`src/rtl/sim_test_monitor_pkg.sv`:
```
// Shared state encodings and default register indices / timing constants
// for the simulation test-completion monitor.
package sim_test_monitor_pkg;

  typedef enum logic [1:0] {
    S_RUN   = 2'd0,
    S_DRAIN = 2'd1,
    S_DONE  = 2'd2
  } state_t;

  // RISC-V ABI names of the default flag registers
  localparam int REG_S10 = 26;
  localparam int REG_S11 = 27;
  localparam int REG_T3  = 28;

  localparam int DRAIN_CYCLES_DEF   = 50;
  localparam int TIMEOUT_CYCLES_DEF = 5000;

endpackage

```
`src/rtl/sim_test_monitor_hart.sv`:
```
// Per-hart snoop of one register-file write port: sticky done flag, last
// pass-register value and last result-register value.
module sim_test_monitor_hart
  import sim_test_monitor_pkg::*;
#(
  parameter int XLEN       = 32,
  parameter int DONE_REG   = REG_S10,
  parameter int PASS_REG   = REG_S11,
  parameter int RESULT_REG = REG_T3
) (
  input  logic            clk,
  input  logic            rst_n,
  input  logic            cap_en,
  input  logic            we,
  input  logic [4:0]      waddr,
  input  logic [XLEN-1:0] wdata,
  output logic            done_seen,
  output logic [XLEN-1:0] pass_val,
  output logic [XLEN-1:0] result
);

  logic hit;

  // x0 is hard-wired zero on the core, so writes to it never count
  assign hit = cap_en && we && (waddr != 5'd0);

  always_ff @(posedge clk or negedge rst_n) begin
    if (!rst_n) begin
      done_seen <= 1'b0;
      pass_val  <= '0;
      result    <= '0;
    end else if (hit) begin
      if (waddr == 5'(DONE_REG) && wdata == XLEN'(1))
        done_seen <= 1'b1;
      if (waddr == 5'(PASS_REG))
        pass_val <= wdata;
      if (waddr == 5'(RESULT_REG))
        result <= wdata;
    end
  end

endmodule

```
`src/rtl/sim_test_monitor.sv`:
```
// Test-completion monitor: waits for every hart's done flag, drains, then
// latches sticky pass/fail/timeout status. Optional write/verdict trace
// printing is enabled by defining SIM_TEST_MONITOR_TRACE_EN.
module sim_test_monitor
  import sim_test_monitor_pkg::*;
#(
  parameter int NUM_HARTS      = 1,
  parameter int XLEN           = 32,
  parameter int DONE_REG       = REG_S10,
  parameter int PASS_REG       = REG_S11,
  parameter int RESULT_REG     = REG_T3,
  parameter int DRAIN_CYCLES   = DRAIN_CYCLES_DEF,
  parameter int TIMEOUT_CYCLES = TIMEOUT_CYCLES_DEF,
  parameter int CNT_W          = 32
) (
  input  logic                      clk,
  input  logic                      rst_n,
  input  logic [NUM_HARTS-1:0]      rf_we_i,
  input  logic [5*NUM_HARTS-1:0]    rf_waddr_i,
  input  logic [XLEN*NUM_HARTS-1:0] rf_wdata_i,
  output logic                      done_o,
  output logic                      pass_o,
  output logic                      timeout_o,
  output logic [NUM_HARTS-1:0]      fail_hart_o,
  output logic [XLEN*NUM_HARTS-1:0] result_o,
  output logic [CNT_W-1:0]          cycle_cnt_o
);

  localparam int DR_W = (DRAIN_CYCLES > 1) ? $clog2(DRAIN_CYCLES + 1) : 1;
  localparam logic [DR_W-1:0]  DRAIN_LAST   = DR_W'(DRAIN_CYCLES - 1);
  localparam logic [CNT_W-1:0] TIMEOUT_LAST = CNT_W'(TIMEOUT_CYCLES - 1);

  if (DRAIN_CYCLES < 1) begin : g_bad_drain
    $error("sim_test_monitor: DRAIN_CYCLES must be >= 1");
  end
  if ($clog2(TIMEOUT_CYCLES + 1) > CNT_W) begin : g_bad_cnt_w
    $error("sim_test_monitor: CNT_W too narrow for TIMEOUT_CYCLES");
  end

  state_t                 state, state_next;
  logic [CNT_W-1:0]       cycle_cnt, cnt_next;
  logic [DR_W-1:0]        drain_cnt, drain_next;
  logic                   eval, to_timeout, cap_en, all_done;
  logic [NUM_HARTS-1:0]   done_seen, fail_vec;
  logic [XLEN-1:0]        pass_val [NUM_HARTS];

  assign cap_en   = (state == S_RUN) || (state == S_DRAIN);
  assign all_done = &done_seen;

  for (genvar h = 0; h < NUM_HARTS; h++) begin : g_hart
    sim_test_monitor_hart #(
      .XLEN       (XLEN),
      .DONE_REG   (DONE_REG),
      .PASS_REG   (PASS_REG),
      .RESULT_REG (RESULT_REG)
    ) u_hart (
      .clk       (clk),
      .rst_n     (rst_n),
      .cap_en    (cap_en),
      .we        (rf_we_i[h]),
      .waddr     (rf_waddr_i[5*h +: 5]),
      .wdata     (rf_wdata_i[XLEN*h +: XLEN]),
      .done_seen (done_seen[h]),
      .pass_val  (pass_val[h]),
      .result    (result_o[XLEN*h +: XLEN])
    );
  end

  always_comb begin
    fail_vec = '0;
    for (int h = 0; h < NUM_HARTS; h++)
      fail_vec[h] = ~done_seen[h] | (pass_val[h] != XLEN'(1));
  end

  // Next-state: timeout outranks both done detection and drain expiry
  always_comb begin
    state_next = state;
    drain_next = drain_cnt;
    cnt_next   = cycle_cnt;
    eval       = 1'b0;
    to_timeout = 1'b0;
    case (state)
      S_RUN, S_DRAIN: begin
        if (cycle_cnt == TIMEOUT_LAST) begin
          state_next = S_DONE;
          eval       = 1'b1;
          to_timeout = 1'b1;
        end else if (state == S_RUN) begin
          if (all_done) begin
            state_next = S_DRAIN;
            drain_next = DRAIN_LAST;
          end
        end else if (drain_cnt == '0) begin
          state_next = S_DONE;
          eval       = 1'b1;
        end else begin
          drain_next = drain_cnt - 1'b1;
        end
        // counter freezes on the edge that enters S_DONE
        if (state_next != S_DONE && cycle_cnt != {CNT_W{1'b1}})
          cnt_next = cycle_cnt + 1'b1;
      end
      default: ;
    endcase
  end

  always_ff @(posedge clk or negedge rst_n) begin
    if (!rst_n) begin
      state     <= S_RUN;
      cycle_cnt <= '0;
      drain_cnt <= '0;
    end else begin
      state     <= state_next;
      cycle_cnt <= cnt_next;
      drain_cnt <= drain_next;
    end
  end

  // Verdict registered on the edge that enters S_DONE, then held
  always_ff @(posedge clk or negedge rst_n) begin
    if (!rst_n) begin
      done_o      <= 1'b0;
      pass_o      <= 1'b0;
      timeout_o   <= 1'b0;
      fail_hart_o <= '0;
    end else if (eval) begin
      done_o      <= 1'b1;
      timeout_o   <= to_timeout;
      fail_hart_o <= fail_vec;
      pass_o      <= ~to_timeout & ~|fail_vec;
    end
  end

  assign cycle_cnt_o = cycle_cnt;

`ifdef SIM_TEST_MONITOR_TRACE_EN
  always @(posedge clk) begin
    if (rst_n && cap_en) begin
      for (int h = 0; h < NUM_HARTS; h++) begin
        if (rf_we_i[h] && rf_waddr_i[5*h +: 5] != 5'd0 &&
            (rf_waddr_i[5*h +: 5] == 5'(DONE_REG) ||
             rf_waddr_i[5*h +: 5] == 5'(PASS_REG) ||
             rf_waddr_i[5*h +: 5] == 5'(RESULT_REG)))
          $display("%0t sim_test_monitor: hart %0d x%0d <= 0x%0h", $time, h,
                   rf_waddr_i[5*h +: 5], rf_wdata_i[XLEN*h +: XLEN]);
      end
    end
    if (rst_n && eval) begin
      if (to_timeout)
        $display("%0t sim_test_monitor: TIMEOUT", $time);
      else if (fail_vec == '0)
        $display("%0t sim_test_monitor: PASS", $time);
      else
        $display("%0t sim_test_monitor: FAIL", $time);
      for (int h = 0; h < NUM_HARTS; h++)
        $display("  hart %0d result=0x%0h pass_val=0x%0h done_seen=%0b", h,
                 result_o[XLEN*h +: XLEN], pass_val[h], done_seen[h]);
    end
  end
`else
  // synthesizable build: no trace output
`endif

endmodule

```
`config.mk`:
```
export PLATFORM = sky130hd
export DESIGN_NAME = sim_test_monitor
export DESIGN_NICKNAME = d
export VERILOG_FILES = /design/src/rtl/sim_test_monitor_pkg.sv /design/src/rtl/sim_test_monitor_hart.sv /design/src/rtl/sim_test_monitor.sv
export SDC_FILE = /design/constraint.sdc
export NUM_CORES = 1
export LEC_CHECK = 0
export ABC_AREA = 1
export BUFFER_PORTS_ARGS = -buffer_cell sky130_fd_sc_hd__buf_2
export CAP_MARGIN = 5
export CORE_MARGIN = 4
export CORE_UTILIZATION = 45
export DETAILED_ROUTE_END_ITERATION = 10
export GPL_TIMING_DRIVEN = 0
export PLACE_DENSITY_LB_ADDON = 0.3
export SYNTH_ARGS = -nofsm -noshare
export SYNTH_HDL_FRONTEND = slang
export SYNTH_SLANG_ARGS = --single-unit
```
`constraint.sdc`:
```
create_clock -name clk -period 4.99 [get_ports clk]
set_input_delay 0.998 -clock clk [delete_from_list [all_inputs] [get_ports clk]]
set_output_delay 0.998 -clock clk [all_outputs]
set_load 0.005 [all_outputs]
```
==> reports/results.tsv <==
metric	value	unit
status	completed	
All-Layer GR Usage	0.225	
Comb power frac	0.121	
Tcrit/Tclk final	0.420	
ant diodes	0	
P_int	1.48	mW
GRT Residual Overflow	0	
placed cells	1072	
Critical Path AT	1.10	ns
antenna violations before repair	2	
Syn Std Cell Area	5830	sq um
Total Wirelength	15700	microns
commonest non-fill, non-tap cell in the layout	nand2_1	
Sw Pwr	522	uW
synth unique cells	29	
TritonCTS Buffers	9	
Worst VDD drop	163	uV
met1 Usage GRT	0.312	
I/O pin count	108	
Worst path max stage delay	0.56	ns
worst path bufs/invs	1	
cells after synthesis	792	
Worst EP required	3.99	ns
DIE AREA	14800	sq um
PwrDens	290	nW/um^2
largest buffer count on any clock path	2	
Mapped Nets	834	
Filler cells	1269	
clk root buf	clkbuf_16	
met3 global-route usage	0.0436	
Vias	5578	
crit path kind	register to output port	
WL/cell	14.5	microns
core area	12700	sq um
Total Neg Setup Slack	0	ns
Max-Cap Viols	0	
CTS tree	done	
Die Wd	122	microns
Post-CTS Hold Buffers	0	
post-CTS setup buffers	0	
Final ANT Viol Nets	0	
DR DRC count	0	
Rel. slew slack	0.597	
met2 usage	0.346	
CP top delay family	flip-flops	
final slew viol count	0	
Syn Area/Cell	7.36	sq um
first-pass GRT wire length	26300	microns
Tmin final	2.09	ns
RSZ-0062 raised after global routing	false	
DPL Wire Length	11700	microns
Nets	953	
sw frac	0.261	
critical-path cell list	buf_2	
crit-path max FO	7	
Initial Utilization	0.460	
sequential cell area	2730	sq um
vias per cell	5.13	
# resized after CTS	0	
# rows	41	
Layout area overhead	18.4	%
global routing's busiest layer	met2	
Yosys warnings	0	
Port Buffer Count	107	
sequential share of the synthesized area	0.468	
die height	122	microns
drt pass-1 iters	5	
later-pin clock latency in the skew report	0.36	ns
area of the multi-input gates	2630	sq um
Layout Cells excl Fill	1087	
Worst-path clk slew	0.07	ns
layout cells sized above 1	0.167	
Worst Tran Pin Value	0.605	ns
portion of total power attributed to sequential cells	0.519	
FF+latch count, synth	109	
vias in the first global route	5247	
Hold Crit Class	register to register	
power share of the clock group	0.360	
fmax	477	MHz
CP max-delay cell	dfrtp_1	
final setup skew	0.00612	ns
leakage power	3.59	nW
gpl congestion	0.913	
drt initial violations	499	
# H-tree levels	3	
most frequent cells in the layout	nand2_1, buf_2, dfrtp_1	
Critical Path End Type	output port	
largest net degree at the start of global routing	69	
clock sink count	109	
Final Hold Vio Count	0	
CP Launch Type	register	
final setup fails	0	
Yosys cell counts:
library cell  number  share of area
nand4_1           44          0.047
o21ai_0           72          0.062
and2_1             1         0.0011
nand2_2            3         0.0032
and3_1             2         0.0021
nand3_2            4         0.0069
nor2_2             2         0.0021
nor2_4             2         0.0039
buf_2              8         0.0069
nor2_1           105          0.068
a21oi_4            1         0.0028
xnor2_1            2         0.0030
dfrtp_1          109           0.47
xor2_1            13          0.020
nor4_1             7         0.0075
inv_1             79          0.051
nand3b_1           9          0.012
buf_6              4         0.0077
nor3b_1            1         0.0013
clkbuf_1          11         0.0071
buf_4              4         0.0052
buf_1              1        0.00064
ha_1               2         0.0043
clkbuf_2           1        0.00086
nand3_1           28          0.024
nand2_1          259           0.17
or2_2              1         0.0011
nor3_1            16          0.014
inv_2              1        0.00064
state kept, by name, summed over array words and instances, names as in the netlist:
| signal | count |
|---|---|
| cycle_cnt_o | 32 |
| done_o | 1 |
| drain_cnt | 6 |
| fail_hart_o | 1 |
| g_hart.u_hart.done_seen | 1 |
| g_hart.u_hart.pass_val | 32 |
| g_hart.u_hart.result | 32 |
| pass_o | 1 |
| state | 2 |
| timeout_o | 1 |
power groups by stage:
| stage | sequential, mW | combinational (mW) | clock [mW] |
|---|---|---|---|
| 4_1_cts | 1.04 | 0.249 | 0.736 |
| 6_report | 1.04 | 0.242 | 0.721 |
| 3_5_place_dp | 1.05 | 0.249 | 0 |
| 5_1_grt | 1.05 | 0.289 | 0.763 |
| 3_3_place_gp | 1.05 | 0.238 | 0 |
| 2_1_floorplan | 1.05 | 0.124 | 0 |
layout make-up:
class,instances,area share
Buffer,29,0.0239
Clock buffer,10,0.0332
Clock inverter,5,0.00889
Inverter,80,0.0435
Multi-Input combinational cell,574,0.382
Sequential cell,109,0.396
Tap cell,172,0.0312
Timing Repair Buffer,108,0.0820
through the flow:
step	cell area [sq um]	setup slack (ns)	total power [mW]	util	hold WS (ns)
CTS	6900	2.91	2.02	0.544	0.470
detailed placement	6610	2.53	1.30	0.521	0.451
finish	6900	2.90	2.00	0.544	0.466
floorplan	5830	3.01	1.17	-	0.453
global placement	6580	1.60	1.29	0.519	0.447
global route	6900	2.67	2.10	0.544	0.495
final timing paths:
path / startpoint / endpoint / slack (ns) / cells after the start
min: done_o$_DFFE_PN0P_ / done_o$_DFFE_PN0P_ / 0.47 / 2
max in group asynchronous: rst_n / g_hart[0].u_hart.result[21]$_DFFE_PN0P_ / 3.63 / 2
min reg2reg: done_o$_DFFE_PN0P_ / done_o$_DFFE_PN0P_ / 0.47 / 2
max: cycle_cnt_o[14]$_DFFE_PN0P_ / cycle_cnt_o[14] / 2.90 / 1
min in group asynchronous: rst_n / fail_hart_o$_DFFE_PN0P_ / 0.63 / 1
max reg2reg: cycle_cnt_o[0]$_DFFE_PN0P_ / cycle_cnt_o[28]$_DFFE_PN0P_ / 2.93 / 9
cells by family after synthesis:
logic type               after synthesis  synth area share
AO/OA/AOI/OAI                         73            0.0646
XOR/XNOR                              15            0.0226
adder cells (fa/ha/maj)                2           0.00429
buffers and inverters                109            0.0799
flip-flops                           109             0.468
AND/OR/NAND/NOR                      484             0.360
per-layer routing:
| layer | up-vias | share of wire |
|---|---|---|
| li1 | 2780 | - |
| met1 | 2571 | 0.44 |
| met2 | 189 | 0.46 |
| met3 | 34 | 0.069 |
| met4 | 4 | 0.026 |
| met5 | - | 0.0013 |
Power figures use the tool's default switching activity.
